$ cat src/rtl/alu_seq_if.sv
// alu_seq_if: request/response bus of the sequential ALU.
// master = issuer (drives operands and start), slave = the ALU.
// When ALU_FLAGS_EN is defined the bus also carries the carry/overflow flags.
interface alu_seq_if #(
  parameter int DATA_W = 8
);
  logic [DATA_W-1:0] data1;
  logic [DATA_W-1:0] data2;
  logic [2:0]        select;
  logic              start;
  logic              ready;
  logic [DATA_W-1:0] result;
  logic              valid;
  logic              zero;
`ifdef ALU_FLAGS_EN
  logic              carry;
  logic              overflow;

  modport master (
    output data1, data2, select, start,
    input  ready, result, valid, zero, carry, overflow
  );
  modport slave (
    input  data1, data2, select, start,
    output ready, result, valid, zero, carry, overflow
  );
`else
  modport master (
    output data1, data2, select, start,
    input  ready, result, valid, zero
  );
  modport slave (
    input  data1, data2, select, start,
    output ready, result, valid, zero
  );
`endif
endinterface

$ cat src/rtl/alu_seq.sv
// alu_seq: parametrised multi-cycle ALU with a start/ready/valid handshake.
// FORWARD/ADD/AND/OR/SUB (and shifts by 0) complete at the accept edge, so
// back-to-back requests give one result per cycle. SLL/SRA shift one bit per
// cycle and MUL is a shift-add over DATA_W cycles; ready drops while busy.
// DATA_W legal range: 4..32.
// Optional macro ALU_FLAGS_EN adds registered carry/overflow outputs.
module alu_seq #(
  parameter int DATA_W = 8
) (
  input  logic     clk,
  input  logic     reset,
  alu_seq_if.slave bus
);

  localparam int CNT_W = $clog2(DATA_W);
  localparam logic [DATA_W-1:0] SHIFT_SAT = DATA_W'(DATA_W);

  typedef enum logic [2:0] {
    OP_FWD = 3'b000,
    OP_ADD = 3'b001,
    OP_AND = 3'b010,
    OP_OR  = 3'b011,
    OP_SUB = 3'b100,
    OP_SLL = 3'b101,
    OP_SRA = 3'b110,
    OP_MUL = 3'b111
  } op_e;

  typedef enum logic {
    S_IDLE = 1'b0,
    S_BUSY = 1'b1
  } state_e;

  // Request decode
  op_e               op_in;
  logic [DATA_W-1:0] amount;
  logic [DATA_W-1:0] quick_res;
  logic              multi;

  // Registered state
  state_e            state;
  logic              ready_q;
  logic              valid_q;
  logic [DATA_W-1:0] result_q;
  logic              zero_q;
  logic [CNT_W-1:0]  cnt;
  op_e               op_q;
  logic [DATA_W-1:0] acc;
  logic [DATA_W-1:0] mcand;
  logic [DATA_W-1:0] mplier;
  logic [DATA_W-1:0] acc_next;

  assign op_in = op_e'(bus.select);

  // Decode the incoming request: single-cycle result, saturated shift amount,
  // and whether the op needs the iterative engine.
  always_comb begin
    // NOTE: every combinational output gets a default first so no path leaves
    // it unassigned, which would otherwise infer a latch.
    quick_res = '0;
    multi     = 1'b0;
    amount    = (bus.data2 >= SHIFT_SAT) ? SHIFT_SAT : bus.data2;
    case (op_in)
      OP_FWD:  quick_res = bus.data2;
      OP_ADD:  quick_res = bus.data1 + bus.data2;
      OP_AND:  quick_res = bus.data1 & bus.data2;
      OP_OR:   quick_res = bus.data1 | bus.data2;
      OP_SUB:  quick_res = bus.data1 - bus.data2;
      OP_SLL,
      OP_SRA: begin
        // A zero shift is just the operand, so it completes immediately.
        quick_res = bus.data1;
        multi     = (amount != '0);
      end
      OP_MUL:  multi = 1'b1;
      default: quick_res = '0;
    endcase
  end

  // One step of the iterative engine: a single-bit shift, or one shift-add
  // partial product for MUL (acc holds the running product).
  always_comb begin
    acc_next = acc;
    case (op_q)
      OP_SLL:  acc_next = {acc[DATA_W-2:0], 1'b0};
      OP_SRA:  acc_next = {acc[DATA_W-1], acc[DATA_W-1:1]};
      default: acc_next = acc + (mplier[0] ? mcand : '0);
    endcase
  end

`ifdef ALU_FLAGS_EN
  logic [DATA_W:0] sum_ext;
  logic [DATA_W:0] diff_ext;
  logic            quick_c;
  logic            quick_v;
  logic            carry_q;
  logic            overflow_q;

  // Carry/overflow of the single-cycle ADD/SUB; zero for every other op.
  always_comb begin
    sum_ext  = {1'b0, bus.data1} + {1'b0, bus.data2};
    diff_ext = {1'b0, bus.data1} - {1'b0, bus.data2};
    quick_c  = 1'b0;
    quick_v  = 1'b0;
    case (op_in)
      OP_ADD: begin
        quick_c = sum_ext[DATA_W];
        quick_v = (bus.data1[DATA_W-1] == bus.data2[DATA_W-1]) &&
                  (sum_ext[DATA_W-1] != bus.data1[DATA_W-1]);
      end
      OP_SUB: begin
        // Bit DATA_W of the zero-extended difference is the borrow.
        quick_c = ~diff_ext[DATA_W];
        quick_v = (bus.data1[DATA_W-1] != bus.data2[DATA_W-1]) &&
                  (diff_ext[DATA_W-1] != bus.data1[DATA_W-1]);
      end
      default: begin
        quick_c = 1'b0;
        quick_v = 1'b0;
      end
    endcase
  end

  // Flags are written together with result and cleared on reset.
  always_ff @(posedge clk) begin
    if (reset) begin
      carry_q    <= 1'b0;
      overflow_q <= 1'b0;
    end else if (state == S_IDLE && bus.start && !multi) begin
      carry_q    <= quick_c;
      overflow_q <= quick_v;
    end else if (state == S_BUSY && cnt == '0) begin
      carry_q    <= 1'b0;
      overflow_q <= 1'b0;
    end
  end

  assign bus.carry    = carry_q;
  assign bus.overflow = overflow_q;
`endif

  // Control FSM and datapath registers: accept, iterate, complete.
  always_ff @(posedge clk) begin
    // NOTE: sequential state uses non-blocking assignments so every register
    // samples the pre-edge values regardless of statement order.
    if (reset) begin
      // NOTE: datapath registers are reset too, so an aborted op leaves no
      // stale operand or partial product behind.
      state    <= S_IDLE;
      ready_q  <= 1'b1;
      valid_q  <= 1'b0;
      result_q <= '0;
      zero_q   <= 1'b0;
      cnt      <= '0;
      op_q     <= OP_FWD;
      acc      <= '0;
      mcand    <= '0;
      mplier   <= '0;
    end else begin
      valid_q <= 1'b0;
      case (state)
        S_IDLE: begin
          if (bus.start) begin
            if (multi) begin
              state   <= S_BUSY;
              ready_q <= 1'b0;
              op_q    <= op_in;
              mcand   <= bus.data1;
              mplier  <= bus.data2;
              if (op_in == OP_MUL) begin
                acc <= '0;
                cnt <= CNT_W'(DATA_W - 1);
              end else begin
                acc <= bus.data1;
                cnt <= CNT_W'(amount - 1'b1);
              end
            end else begin
              result_q <= quick_res;
              zero_q   <= (quick_res == '0);
              valid_q  <= 1'b1;
            end
          end
        end
        S_BUSY: begin
          acc    <= acc_next;
          mcand  <= mcand << 1;
          mplier <= mplier >> 1;
          if (cnt == '0) begin
            state    <= S_IDLE;
            ready_q  <= 1'b1;
            result_q <= acc_next;
            zero_q   <= (acc_next == '0);
            valid_q  <= 1'b1;
          end else begin
            cnt <= cnt - 1'b1;
          end
        end
        default: begin
          state   <= S_IDLE;
          ready_q <= 1'b1;
        end
      endcase
    end
  end

  assign bus.ready  = ready_q;
  assign bus.valid  = valid_q;
  assign bus.result = result_q;
  assign bus.zero   = zero_q;

endmodule

$ cat src/flat_wrapper.sv
// flat-port wrapper written by rule: the top's interface ports become plain ports
module alu_seq_flat 
#(
  parameter int DATA_W = 8
)
  (clk, reset, bus_data1, bus_data2, bus_select, bus_start, bus_ready, bus_result, bus_valid, bus_zero);
  alu_seq_if #(.DATA_W(DATA_W)) bus_i ();
  input  logic clk;
  input  logic reset;
  input wire logic [$bits(bus_i.data1)-1:0] bus_data1;
  input wire logic [$bits(bus_i.data2)-1:0] bus_data2;
  input wire logic [$bits(bus_i.select)-1:0] bus_select;
  input wire logic [$bits(bus_i.start)-1:0] bus_start;
  output wire logic [$bits(bus_i.ready)-1:0] bus_ready;
  output wire logic [$bits(bus_i.result)-1:0] bus_result;
  output wire logic [$bits(bus_i.valid)-1:0] bus_valid;
  output wire logic [$bits(bus_i.zero)-1:0] bus_zero;
  assign bus_i.data1 = bus_data1;
  assign bus_i.data2 = bus_data2;
  assign bus_i.select = bus_select;
  assign bus_i.start = bus_start;
  assign bus_ready = bus_i.ready;
  assign bus_result = bus_i.result;
  assign bus_valid = bus_i.valid;
  assign bus_zero = bus_i.zero;
  alu_seq #(.DATA_W(DATA_W)) u_core (.clk(clk), .reset(reset), .bus(bus_i));
endmodule
$ cat config.mk
export PLATFORM = sky130hd
export DESIGN_NAME = alu_seq_flat
export DESIGN_NICKNAME = d
export VERILOG_FILES = /design/src/rtl/alu_seq_if.sv /design/src/rtl/alu_seq.sv /design/src/flat_wrapper.sv
export SDC_FILE = /design/constraint.sdc
export NUM_CORES = 1
export LEC_CHECK = 0
export CELL_PAD_IN_SITES_DETAIL_PLACEMENT = 1
export CELL_PAD_IN_SITES_GLOBAL_PLACEMENT = 1
export CORE_UTILIZATION = 43
export DETAILED_ROUTE_END_ITERATION = 6
export PLACE_DENSITY_LB_ADDON = 0.1
export SLEW_MARGIN = 20
export SYNTH_ARGS = -nofsm -noshare
export SYNTH_HDL_FRONTEND = slang
export SYNTH_SLANG_ARGS = --single-unit
$ cat constraint.sdc
create_clock -name clk -period 3.23 [get_ports clk]
set_input_delay 0.323 -clock clk [delete_from_list [all_inputs] [get_ports clk]]
set_output_delay 0.323 -clock clk [all_outputs]
set_load 0.01 [all_outputs]
==> out/results.ini <==
[die]
ios = 33
start_util_pct = 45.5
rows = 31
die-width_um = 90.6
die_h_um = 90.6
dieArea_um2 = 8200
fp.coreArea_um2 = 7410

[global_route]
grt_max_degree = 47
grt_pass1_vias = 3524
overflow = 0
antenna_found_initial = 0
grt_pass1_wl_um = 17900
grtUsageTotal_pct = 27.6

[synthesis]
synthMuxAreaShare_pct = 7.61
synth_compound_area_share_pct = 25.6
ys_seq_elements = 42
synth_top_family_by_area = compound AO/OA/AOI/OAI gates
synth_fa_ha_area_share_pct = 8.61
synthArstFlopShare_pct = 0
netlist_instances = 434
dominantRegCellSynth = dfxtp_1
synth-simple-area-share_pct = 21.8
yosys.area_share.xor_xnor_pct = 4.68
yosysUniqueCellTypes = 59
syn-num-nets = 478
syn_area_um2 = 3370
ys_seq_area_share_pct = 24.9
synth.yosys.warnings = 0
avgSynthCellArea_um2 = 7.77
synth_edf_count = 0

[sta]
hold_violations = 0
tightest_slew_ns = 0.840
rsz0062_at_grt = false
fmax_mhz = 330
setup_violations = 0
period_needed_ns = 3.03
slew_viol_final = 0
period_share_pct = 93.9
max_slew_margin_pct = 43.8
skew_ns = 0.0102
setup_ws_ns = 0.197

[setup_path]
crit_family = compound AO/OA/AOI/OAI gates
crit_type = primary input to flop
crit_chain = clkdlybuf4s50_1 > inv_1 > ha_1 > mux2_2 > inv_1 > ha_1 > nor2b_1 > o2111ai_1 > nand3b_1 > xor2_1 > o32a_2 > a221oi_1 > nor3_1
start_kind = primary input
cp.required_ns = 3.40
cp.arrival_ns = 3.21
slowest_stage = clkdlybuf4s50_1
crit_fanout = 3
crit_path_end_kind = flop
cp_slowest_stage_delay_ns = 0.50
critPathBufInv = 3

[drt]
drtIter0Drc = 139
postRouteAntennaNets = 0
vias = 3390
finalWirelength_um = 10700
wl_per_cell_um = 18.3
firstDrtPassIters = 4
vias_per_cell = 5.80
drc = 0

[clock_network]
cts_buffers = 5
cts_setup_buffers = 0
path_clk_slew_ns = 0.10
cts_root_buf = clkbuf_8
cts_resized = 0
cts-hold-fix-buffers = 0
cts_tree = built
cts_htree_levels = 2
cts.sink_count = 42
clk_path_buf_depth = 2
insertion_delay_ns = 0.31

[run_status]
outcome = complete, no violations

[power]
powerDensity_nw_per_um2 = 382
vdd_drop_max_uv = 214
power.leakage_nw = 1.61

[cells_and_area]
syn2layout_area_growth_pct = 21.3
mostFrequentLayoutCells = 69 x nor2_1, 42 x dfxtp_1, 40 x a21oi_1, 39 x buf_4, 32 x clkdlybuf4s50_1
final_common_cell = nor2_1
fin_cells = 584
drive_gt1_share_pct = 13.6
diodes = 0
utilization_pct = 55.2
nets = 528

[place]
place_congestion = 0.848
dp_slack_ns = -0.127
hpwl_um = 8430
dp_cells = 576
io_buffers = 32

[hold_path]
hold_class = flop to flop

[flow_run]
drv_cap = 0

==> power by group <==
group / internal [W] / switching (W) / leakage [nW]
combinational: 0.000249 / 0.000286 / 1.21
sequential: 0.000557 / 0.0000293 / 0.344
clock: 0.000236 / 0.000208 / 0.0563
==> metrics by stage <==
step	hold slack [ns]	total power (W)	area, um2	setup TNS (ns)
finish	0.475	0.00156	4090	0
CTS	0.485	0.00157	4080	0
detailed placement	0.470	0.00112	3960	-0.489
global placement	0.456	0.00111	3960	-0.0473
floorplan	0.454	0.000915	3370	0
global route	0.527	0.00166	4090	0
==> layer usage <==
layer / vias to the layer above / wire length [um] / share of wire, % / GRT usage (%)
met1: 1645 / 4950 / 46 / 34.3
met5: - / 0 / 0 / 0
met2: 66 / 5280 / 49 / 49.6
li1: 1667 / - / - / -
met3: 12 / 301 / 2.8 / 3.03
met4: 0 / 179 / 1.7 / 8.20
==> flip-flops by register name, indices dropped and copies added, names as in the netlist <==
signal             flops
u_core.op_q            3
u_core.acc             8
u_core.bus.zero        1
u_core.bus.result      8
u_core.bus.ready       1
u_core.cnt             3
u_core.bus.valid       1
u_core.mplier          8
u_core.state           1
u_core.mcand           8
==> worst reg2reg max path, cell delays in order (launching register included) <==
cell	delay, ns
dfxtp_1	0.35
and2_1	0.18
ha_1	0.19
inv_1	0.06
fa_1	0.41
xor2_1	0.19
o311ai_0	0.21
a221oi_1	0.28
nand2_1	0.08
or4_1	0.42
o41a_1	0.36
o22ai_2	0.15
==> layout make-up <==
| class | count | area [um2] |
|---|---|---|
| fillers | 910 | 3320 |
| multi-input cells | 344 | 2320 |
| well taps | 99 | 124 |
| flip-flops and latches | 42 | 841 |
| clock inverters | 3 | 48.8 |
| repair buffers | 71 | 613 |
| inverters | 20 | 75.1 |
| clock buffers | 5 | 68.8 |
==> cell usage after synthesis (5+ instances only) <==
cell,instances,area share [%]
a211oi_1,11,2.4
a21oi_1,41,6.1
a221oi_1,6,1.6
a22oi_1,10,2.2
a31oi_1,6,1.1
and2_1,9,1.7
buf_2,6,0.89
clkbuf_1,13,1.4
dfxtp_1,42,25
ha_1,20,7.4
inv_1,20,2.2
mux2i_1,20,5.9
nand2_1,24,2.7
nand2b_1,7,1.3
nor2_1,69,7.7
nor3_1,14,2.1
o211ai_1,5,1.1
o21a_1,6,1.3
o21ai_0,19,2.8
xnor2_1,10,2.6
xor2_1,8,2.1
==> cell families (layout without fill, tap and decap cells) <==
kind of cell | Yosys count | in the layout
AOI/OAI and AO/OA | 129 | 129
buffers and inverters | 48 | 99
adders and majority gates | 22 | 22
xor gates and xnor gates | 18 | 18
and+or+nand+nor | 151 | 151
muxes | 24 | 24
DFF | 42 | 42
==> path summary, 6_finish.rpt <==
path                                       start                   end  slack (ns)  cells past startpoint
worst min register to register  u_core.bus.ready      u_core.bus.ready        0.48                      2
worst min-delay path            u_core.bus.ready      u_core.bus.ready        0.48                      2
worst max register to register   u_core.mcand[0]       u_core.bus.zero        0.30                     11
worst max-delay path                bus_data2[1]  u_core.bus.result[5]        0.20                     13
No activity file was read; power rests on OpenSTA's default activity.
==> RTL edit: new RTL, same settings <==
`DATA_W` is set to 8 in 3 places; all go to 16.
--- a/src/rtl/alu_seq_if.sv
+++ b/src/rtl/alu_seq_if.sv
@@ -2,7 +2,7 @@
 // master = issuer (drives operands and start), slave = the ALU.
 // When ALU_FLAGS_EN is defined the bus also carries the carry/overflow flags.
 interface alu_seq_if #(
-  parameter int DATA_W = 8
+  parameter int DATA_W = 16
 );
   logic [DATA_W-1:0] data1;
   logic [DATA_W-1:0] data2;
--- a/src/rtl/alu_seq.sv
+++ b/src/rtl/alu_seq.sv
@@ -5,7 +5,7 @@
 // DATA_W legal range: 4..32.
 // Optional macro ALU_FLAGS_EN adds registered carry/overflow outputs.
 module alu_seq #(
-  parameter int DATA_W = 8
+  parameter int DATA_W = 16
 ) (
   input  logic     clk,
   input  logic     reset,
--- a/src/flat_wrapper.sv
+++ b/src/flat_wrapper.sv
@@ -1,7 +1,7 @@
 // flat-port wrapper written by rule: the top's interface ports become plain ports
 module alu_seq_flat 
 #(
-  parameter int DATA_W = 8
+  parameter int DATA_W = 16
 )
   (clk, reset, bus_data1, bus_data2, bus_select, bus_start, bus_ready, bus_result, bus_valid, bus_zero);
   alu_seq_if #(.DATA_W(DATA_W)) bus_i ();
Interface: changed (resized bus_data1, bus_data2 and bus_result); port bits go from 33 to 57. No check against the original RTL was run, so the function may have changed too.
==> RTL edit against the original RTL <==
- the flow now finishes with violations (setup timing)
- worst setup slack got worse by 1.1 ns
- total power rose by 130%
- final cell count rose by 98%
- synthesized area rose by 78%
- critical endpoint is now u_core.bus.zero
- routed wire length rose to 3.3 times the old value
- sequential cell count rose by 33
- final area rose by 120%
- critical path depth rose by 4
- first-iteration DRC count rose to 9.4 times the old value
- sequential power rose by 79%
- worst hold slack got worse by 0.13 ns
- die area rose by 76%
==> RTL edit: results (changes against the original RTL) <==
outcome -> finished with violations
failing checks -> setup timing
Routed met2 length -> 15900 um (+200%)
seq_cells -> 75 (+79%)
Crit path largest cell delay -> 0.53 ns (+0.03 ns)
fin worst setup slack -> -0.944 ns (-1.14 ns)
met1 WL -> 12300 um (+150%)
first-pass GRT wire length -> 44900 um (+150%)
r2r setup slk -> -0.01 ns (-0.31 ns)
met1 Use GR -> 46.8% (+12 points)
Worst-path clk slew -> 0.07 ns (-0.03 ns)
Final Skew -> 0.0145 ns (+0.00430 ns)
worst skew pair latency -> 0.35 ns (+0.04 ns)
Inverters -> 28 (+40%)
LEAKAGE -> 0.00359 uW (+120%)
register area share after synthesis -> 25.0% (+0.044 points)
hold path start -> reset
initial antenna violation count -> 1 (+1)
Reg2Reg Depth -> 14 (+3)
Post-Synth Adder-Cell Area -> 7.95% (-0.66 points)
Detail Placement HPWL -> 19400 um (+130%)
P per Cell Area -> 401 nW/um2 (+4.9%)
Root Driver -> clkbuf_16
hold slack -> 0.347 ns (-0.129 ns)
FILL cells -> 1548 (+70%)
average via count per standard cell -> 7.20 (+24%)
count of final setup violators -> 26 (+26)
ratio of cells with drive above 1 in the final layout -> 31.5% (+18 points)
sequential power share -> 29.5% (-8.0 points)
Distinct cells, synth -> 73 (+24%)
non-clock buffer share of cell area -> 22.0% (+7.0 points)
ranking of synthesized cells by area -> dfxtp_1, ha_1, nor2_1, a21oi_1, a222oi_1
Routed met3 length -> 4040 um (+1200%)
Synth Area in Compound Gates -> 32.7% (+7.1 points)
mux contribution to synthesized area -> 1.56% (-6.0 points)
Commonest cells post-synth -> nor2_1, dfxtp_1, a21oi_1, nand2_1, clkbuf_1
highest metal used -> met5
Inserted Clock Buffers -> 9 (+4)
fraction of area in multi-input gates -> 54.3% (-2.5 points)
worst setup path startpoint -> bus_select[0]
Hold Crit Class -> in -> reg
post-synthesis xor/xnor area fraction -> 4.95% (+0.28 points)
largest net degree at the start of global routing -> 75 (+60%)
Slew Limit Headroom -> 36.9% (-6.9 points)
crit path capture -> u_core.bus.zero
## RTL edit: cell types whose count changed in the layout (fill, tap and decap cells not counted), sizes merged, moves of 9 or more
cell,unedited run,this run
a22oi,10,23
o21ai,19,40
nand3,2,16
xnor2,10,25
nand2,24,55
clkdlybuf4s50,32,42
dfxtp,42,75
buf,39,179
a222oi,2,32
a21oi,41,69
ha,20,35
nor2,69,103
and2,9,18
mux2i,20,6
## RTL edit: metrics by stage
| stage | utilization (%) | setup slack (ns) | cell area [um2] | cells | TNS [ns] |
|---|---|---|---|---|---|
| final | 66.0 | -0.944 | 8870 | 1158 | -5.04 |
| after detailed placement | 57.3 | -1.29 | 7710 | 1115 | -31.40 |
| after global routing | 66.0 | -0.989 | 8870 | 1158 | -7.28 |
| after floorplan | - | -0.693 | 6050 | 795 | -0.709 |
| after CTS | 63.2 | -0.477 | 8500 | 1149 | -0.821 |
| after global placement | 57.3 | -1.21 | 7710 | 1115 | -27.77 |
